==> src/rtl/nclic_nest_ctrl.sv <==
// Nesting interrupt controller around an n_clic arbiter: per-source pend/en/prio state,
// running level with return stack, req/ack to the core. Optional macro: NCLIC_AUTOCLEAR_EN.
module nclic_nest_ctrl #(
    parameter int INT_AMOUNT = 8,
    parameter int PRIORITIES = 4
) (
    input  logic                                clk,
    input  logic                                reset,
    input  logic [INT_AMOUNT-1:0]               i_lines,
    input  logic                                i_global_ie,
    input  logic                                i_cfg_we,
    input  logic [$clog2(INT_AMOUNT)-1:0]       i_cfg_idx,
    input  logic [$clog2(PRIORITIES)+1:0]       i_cfg_data,
    output logic                                o_req,
    output logic [$clog2(INT_AMOUNT)-1:0]       o_idx,
    output logic [$clog2(PRIORITIES)-1:0]       o_prio,
    input  logic                                i_ack,
    input  logic                                i_ret,
    output logic [$clog2(PRIORITIES)-1:0]       o_level,
    output logic [$clog2(PRIORITIES)-1:0]       o_depth,
    output logic                                o_err
);

    localparam int IDX_W   = $clog2(INT_AMOUNT);
    localparam int PRIO_W  = $clog2(PRIORITIES);
    localparam int DEPTH_W = $clog2(PRIORITIES);
    localparam int STACK_N = PRIORITIES - 1;

    typedef enum logic {IDLE, REQ} state_t;

    state_t state, state_nxt;

    logic [INT_AMOUNT-1:0]             pend_p0, pend_nxt;
    logic [INT_AMOUNT-1:0]             en_p0, en_nxt;
    logic [INT_AMOUNT-1:0][PRIO_W-1:0] prio_p0, prio_nxt;
    logic [STACK_N-1:0][PRIO_W-1:0]    stack_q;

    logic              cand_irq;
    logic [IDX_W-1:0]  cand_idx;
    logic [PRIO_W-1:0] cand_prio;
    logic              latch_req;
    logic              ack_ok;
    logic              ret_ok;
    logic              err_set;

    n_clic #(
        .INT_AMOUNT (INT_AMOUNT),
        .IDX_W      (IDX_W),
        .PRIO_W     (PRIO_W)
    ) u_clic (
        .prio      (prio_p0),
        .pending   (pend_p0),
        .enable    (en_p0),
        .global_ie (i_global_ie),
        .irq       (cand_irq),
        .irq_idx   (cand_idx),
        .irq_prio  (cand_prio)
    );

    assign o_req   = (state == REQ);
    assign ack_ok  = (state == REQ) && i_ack;
    // A return coinciding with an ack is dropped; the ack owns the level update.
    assign ret_ok  = i_ret && !i_ack && (o_depth != '0);
    assign err_set = (i_ack && (state != REQ)) || (i_ret && (i_ack || (o_depth == '0)));

    always_comb begin
        state_nxt = state;
        latch_req = 1'b0;
        case (state)
            IDLE: begin
                if (cand_irq && (cand_prio > o_level)) begin
                    state_nxt = REQ;
                    latch_req = 1'b1;
                end
            end
            REQ: begin
                if (i_ack || !i_global_ie) begin
                    state_nxt = IDLE;
                end
            end
            default: state_nxt = IDLE;
        endcase
    end

    // Precedence: auto-clear, then explicit cfg write, then line set wins over both.
    always_comb begin
        pend_nxt = pend_p0;
        en_nxt   = en_p0;
        prio_nxt = prio_p0;
`ifdef NCLIC_AUTOCLEAR_EN
        if (ack_ok) begin
            pend_nxt[o_idx] = 1'b0;
        end
`endif
        if (i_cfg_we) begin
            pend_nxt[i_cfg_idx] = i_cfg_data[PRIO_W+1];
            en_nxt[i_cfg_idx]   = i_cfg_data[PRIO_W];
            prio_nxt[i_cfg_idx] = i_cfg_data[PRIO_W-1:0];
        end
        pend_nxt = pend_nxt | i_lines;
    end

    // Stage p0: registered source arrays feeding the arbiter
    always_ff @(posedge clk or negedge reset) begin
        if (!reset) begin
            pend_p0 <= '0;
            en_p0   <= '0;
            prio_p0 <= '0;
        end else begin
            pend_p0 <= pend_nxt;
            en_p0   <= en_nxt;
            prio_p0 <= prio_nxt;
        end
    end

    // Stage p1: request outputs, running level, stack occupancy, error flag
    always_ff @(posedge clk or negedge reset) begin
        if (!reset) begin
            state   <= IDLE;
            o_idx   <= '0;
            o_prio  <= '0;
            o_level <= '0;
            o_depth <= '0;
            o_err   <= 1'b0;
        end else begin
            state <= state_nxt;
            if (latch_req) begin
                o_idx  <= cand_idx;
                o_prio <= cand_prio;
            end
            if (ack_ok) begin
                o_level <= o_prio;
                o_depth <= o_depth + 1'b1;
            end else if (ret_ok) begin
                o_level <= stack_q[o_depth - 1'b1];
                o_depth <= o_depth - 1'b1;
            end
            if (err_set) begin
                o_err <= 1'b1;
            end
        end
    end

    // Stack entries are only meaningful below o_depth, so they carry no reset.
    always_ff @(posedge clk) begin
        if (ack_ok) begin
            stack_q[o_depth] <= o_level;
        end
    end

    logic unused_depth_w;
    assign unused_depth_w = (DEPTH_W == PRIO_W);

endmodule

// Priority arbiter: highest non-zero priority among pending and enabled sources,
// ties resolved towards the lowest index, gated by the global enable.
module n_clic #(
    parameter int INT_AMOUNT = 8,
    parameter int IDX_W      = 3,
    parameter int PRIO_W     = 2
) (
    input  logic [INT_AMOUNT*PRIO_W-1:0] prio,
    input  logic [INT_AMOUNT-1:0]        pending,
    input  logic [INT_AMOUNT-1:0]        enable,
    input  logic                         global_ie,
    output logic                         irq,
    output logic [IDX_W-1:0]             irq_idx,
    output logic [PRIO_W-1:0]            irq_prio
);

    always_comb begin
        irq_idx  = '0;
        irq_prio = '0;
        // Strict compare keeps the earliest index on ties and never selects priority 0.
        for (int i = 0; i < INT_AMOUNT; i++) begin
            if (pending[i] && enable[i] && (prio[i*PRIO_W +: PRIO_W] > irq_prio)) begin
                irq_prio = prio[i*PRIO_W +: PRIO_W];
                irq_idx  = IDX_W'(i);
            end
        end
        irq = global_ie && (irq_prio != '0);
    end

endmodule

==> config.mk <==
export PLATFORM = sky130hd
export DESIGN_NAME = nclic_nest_ctrl
export DESIGN_NICKNAME = d
export VERILOG_FILES = /design/src/rtl/nclic_nest_ctrl.sv
export SDC_FILE = /design/constraint.sdc
export NUM_CORES = 1
export LEC_CHECK = 0
export ABC_AREA = 1
export ABC_CLOCK_PERIOD_IN_PS = 11100
export CORE_MARGIN = 2
export CORE_UTILIZATION = 40
export DETAILED_ROUTE_END_ITERATION = 16
export GPL_ROUTABILITY_DRIVEN = 0
export PLACE_DENSITY = 0.67
export REMOVE_ABC_BUFFERS = 1
export SETUP_SLACK_MARGIN = 0.2
export SLEW_MARGIN = 20
export SYNTH_ARGS = -nofsm -noshare
export SYNTH_HDL_FRONTEND = slang
export SYNTH_SLANG_ARGS = --single-unit
==> constraint.sdc <==
create_clock -name clk -period 11.1 [get_ports clk]
set_clock_uncertainty 0.1 [all_clocks]
set_input_delay 2.22 -clock clk [delete_from_list [all_inputs] [get_ports clk]]
set_output_delay 2.22 -clock clk [all_outputs]
set_load 0.1 [all_outputs]
==> flow_summary.yaml <==
run_status:
  status: "finished, final reports clean"
floorplan:
  die_y_um: 88.2
  design.core.area_mm2: 0.00683
  rows: 30
  die_x_um: 88.2
  start_util_pct: 41.5
  io-pin-count: 32
  dieArea_mm2: 0.00778
layout:
  drive_above_1_share_pct: 10.8
  nNetsFinal: 422
  antennaDiodeCount: 0
  final_cell_mix: "86 x nand2_1, 53 x inv_1, 43 x dfrtp_1"
  syn_to_final_growth_pct: 17.8
  layout_commonest_cell: "nand2_1"
power:
  p_leak_nw: 1.56
  power-per-cell-area_mw_per_mm2: 248
  vdd_drop_max_mv: 0.0787
sta:
  finalCritPeriodShare_pct: 72.1
  worst_pin_slew_ns: 0.965
  fin_crit_ns: 8.00
  fin_tns_setup_ns: 0
  slew_headroom_pct: 35.5
  maxSlewViolCount: 0
  fmax_ghz: 0.125
  whs_ns: 0.382
  setup_viol: 0
  finalHoldViolations: 0
  rsz0062_at_grt: "no"
clocking:
  cts-hold-fix-buffers: 0
  cts_resized: 0
  tritoncts: "yes"
  numCtsBuffers: 5
  cts_sinks: 49
  ctsRootBufferMaster: "clkbuf_8"
  clockBufferDepth: 2
  postCtsSetupBuffers: 0
  clk_latency_ns: 0.30
  clk_pin_slew_worst_paths_ns: 0.09
  ctsHtreeMaxLevel: 2
global_routing:
  track_usage_pct: 15.9
  grt_pass1_vias: 2172
  antenna_found_initial: 0
  grt_overflow: 0
  grt_pass1_wl_mm: 9.69
  grt_max_degree: 44
critical_path:
  cp.arrival_ns: 8.10
  critPathKind: "reg -> reg"
  critPathMaxStageDelay_ns: 0.36
  cpMaxStageDelayCell: "dfrtp_1"
  critPathMaxFanout: 6
  crit_path_frequent_cell: "nand2_1"
  end_kind: "flop"
  required_ns: 11.20
  cp-start-kind: "flop"
routing:
  viasPerCell: 4.60
  postRouteAntennaNets: 0
  first_pass_iters: 4
  drt_iter0_drc: 70
  drc: 0
  wl_per_cell_um: 11.3
  drt_wl_total_mm: 5.49
  vias: 2226
yosys:
  yosysUniqueCellTypes: 30
  syn_area_mm2: 0.00284
  ys_warn_count: 0
  synth_top_cell_area_share_pct: 38.0
  postSynthAreaPerCell_um2: 8.08
  seq_area_frac_synth_pct: 44.3
  netlist_instances: 351
  ys_top_cells_by_area: "dfrtp_1 38%, nand2_1 11%, inv_1 7.0%"
  ys_ff_latch: 49
  yosysTopAreaCell: "dfrtp_1"
placed_design:
  io_buffers: 31
  dp_hpwl_mm: 4.25
worst_hold_path:
  hp-class: "reg -> reg"
job:
  maxCapViolCount: 0
[report_power, final]
part / switching [mW] / leakage (nW) / internal [mW]
Combinational: 0.323 / 0.957 / 0.149
Sequential: 0.0299 / 0.556 / 0.222
Clock: 0.0597 / 0.0424 / 0.0452
Total: 0.413 / 1.56 / 0.417
[critical path, delay by kind of cell (launching register included)]
family	cells	cell delay, ns
AOI/OAI and AO/OA	7	0.71
adders and majority gates	8	2.18
buffers and inverters	5	0.43
DFF	1	0.36
and+or+nand+nor	38	4.11
[cells in the mapped netlist (all sizes together)]
cell type and count:
nand2 97, inv 55, dfrtp 43, nand3 38, o21ai 34, nor2 28, a21oi 18, ha 14
edfxtp 6, o211ai 6, or2 3, buf 2, nand4 2, xor2 2, and3 1, clkinv 1
nand3b 1
[path summary, 6_finish.rpt]
check	start	end	slack (ns)	cells after the start
max reg2reg	pend_p0[0]$_DFF_PN0_	o_idx[1]$_DFFE_PN0P_	3.10	58
min reg2reg	o_err$_DFFE_PN0P_	o_err$_DFFE_PN0P_	0.38	2
min	o_err$_DFFE_PN0P_	o_err$_DFFE_PN0P_	0.38	2
max in group asynchronous	reset	prio_p0[10]$_DFFE_PN0P_	8.71	1
min in group asynchronous	reset	en_p0[0]$_DFFE_PN0P_	1.81	1
max	pend_p0[0]$_DFF_PN0_	o_idx[1]$_DFFE_PN0P_	3.10	58
[logic make-up (layout without fill, tap and decap cells)]
family	Yosys count	count (layout)	synth area share (%)
AO/OA/AOI/OAI	58	58	12.3
XOR/XNOR	2	2	0.618
adder cells (fa/ha/maj)	14	14	6.18
buffers and inverters	58	95	7.72
flip-flops	49	49	44.3
AND/OR/NAND/NOR	170	170	28.9
[area by class of cell]
cell class                 instances  area (um^2)
clock buffer                       7         76.3
clock inverter                     1         8.76
fill                             699         3490
inverter                          56          211
multi-input combinational        244         1360
sequential                        49         1260
tap                               96          120
timing repair buffer              31          308
[registers in the layout, summed over array words and instances (netlist names)]
| name | flops |
|---|---|
| o_level | 2 |
| o_idx | 3 |
| o_err | 1 |
| o_req | 1 |
| o_depth | 2 |
| stack_q | 6 |
| prio_p0 | 16 |
| en_p0 | 8 |
| pend_p0 | 8 |
| o_prio | 2 |
[stage by stage]
step / area [um^2] / std cells / power (mW) / setup slack, ns / utilization (%)
after CTS: 3340 / 484 / 0.840 / 3.06 / 48.9
after floorplan: 2830 / 349 / 0.630 / 3.79 / -
after global placement: 3250 / 476 / 0.722 / 3.25 / 47.6
final: 3340 / 484 / 0.830 / 3.10 / 48.9
after global routing: 3340 / 484 / 0.905 / 2.21 / 48.9
after detailed placement: 3250 / 476 / 0.733 / 3.08 / 47.6
[metal layers]
layer / vias up / global-route usage [%] / wire length, um
met4: 0 / 3.86 / 49
met5: - / 0 / 0
met1: 985 / 20.9 / 2760
met3: 4 / 3.30 / 163
met2: 32 / 26.9 / 2520
li1: 1205 / - / -
(Power assumes the default switching activity.)
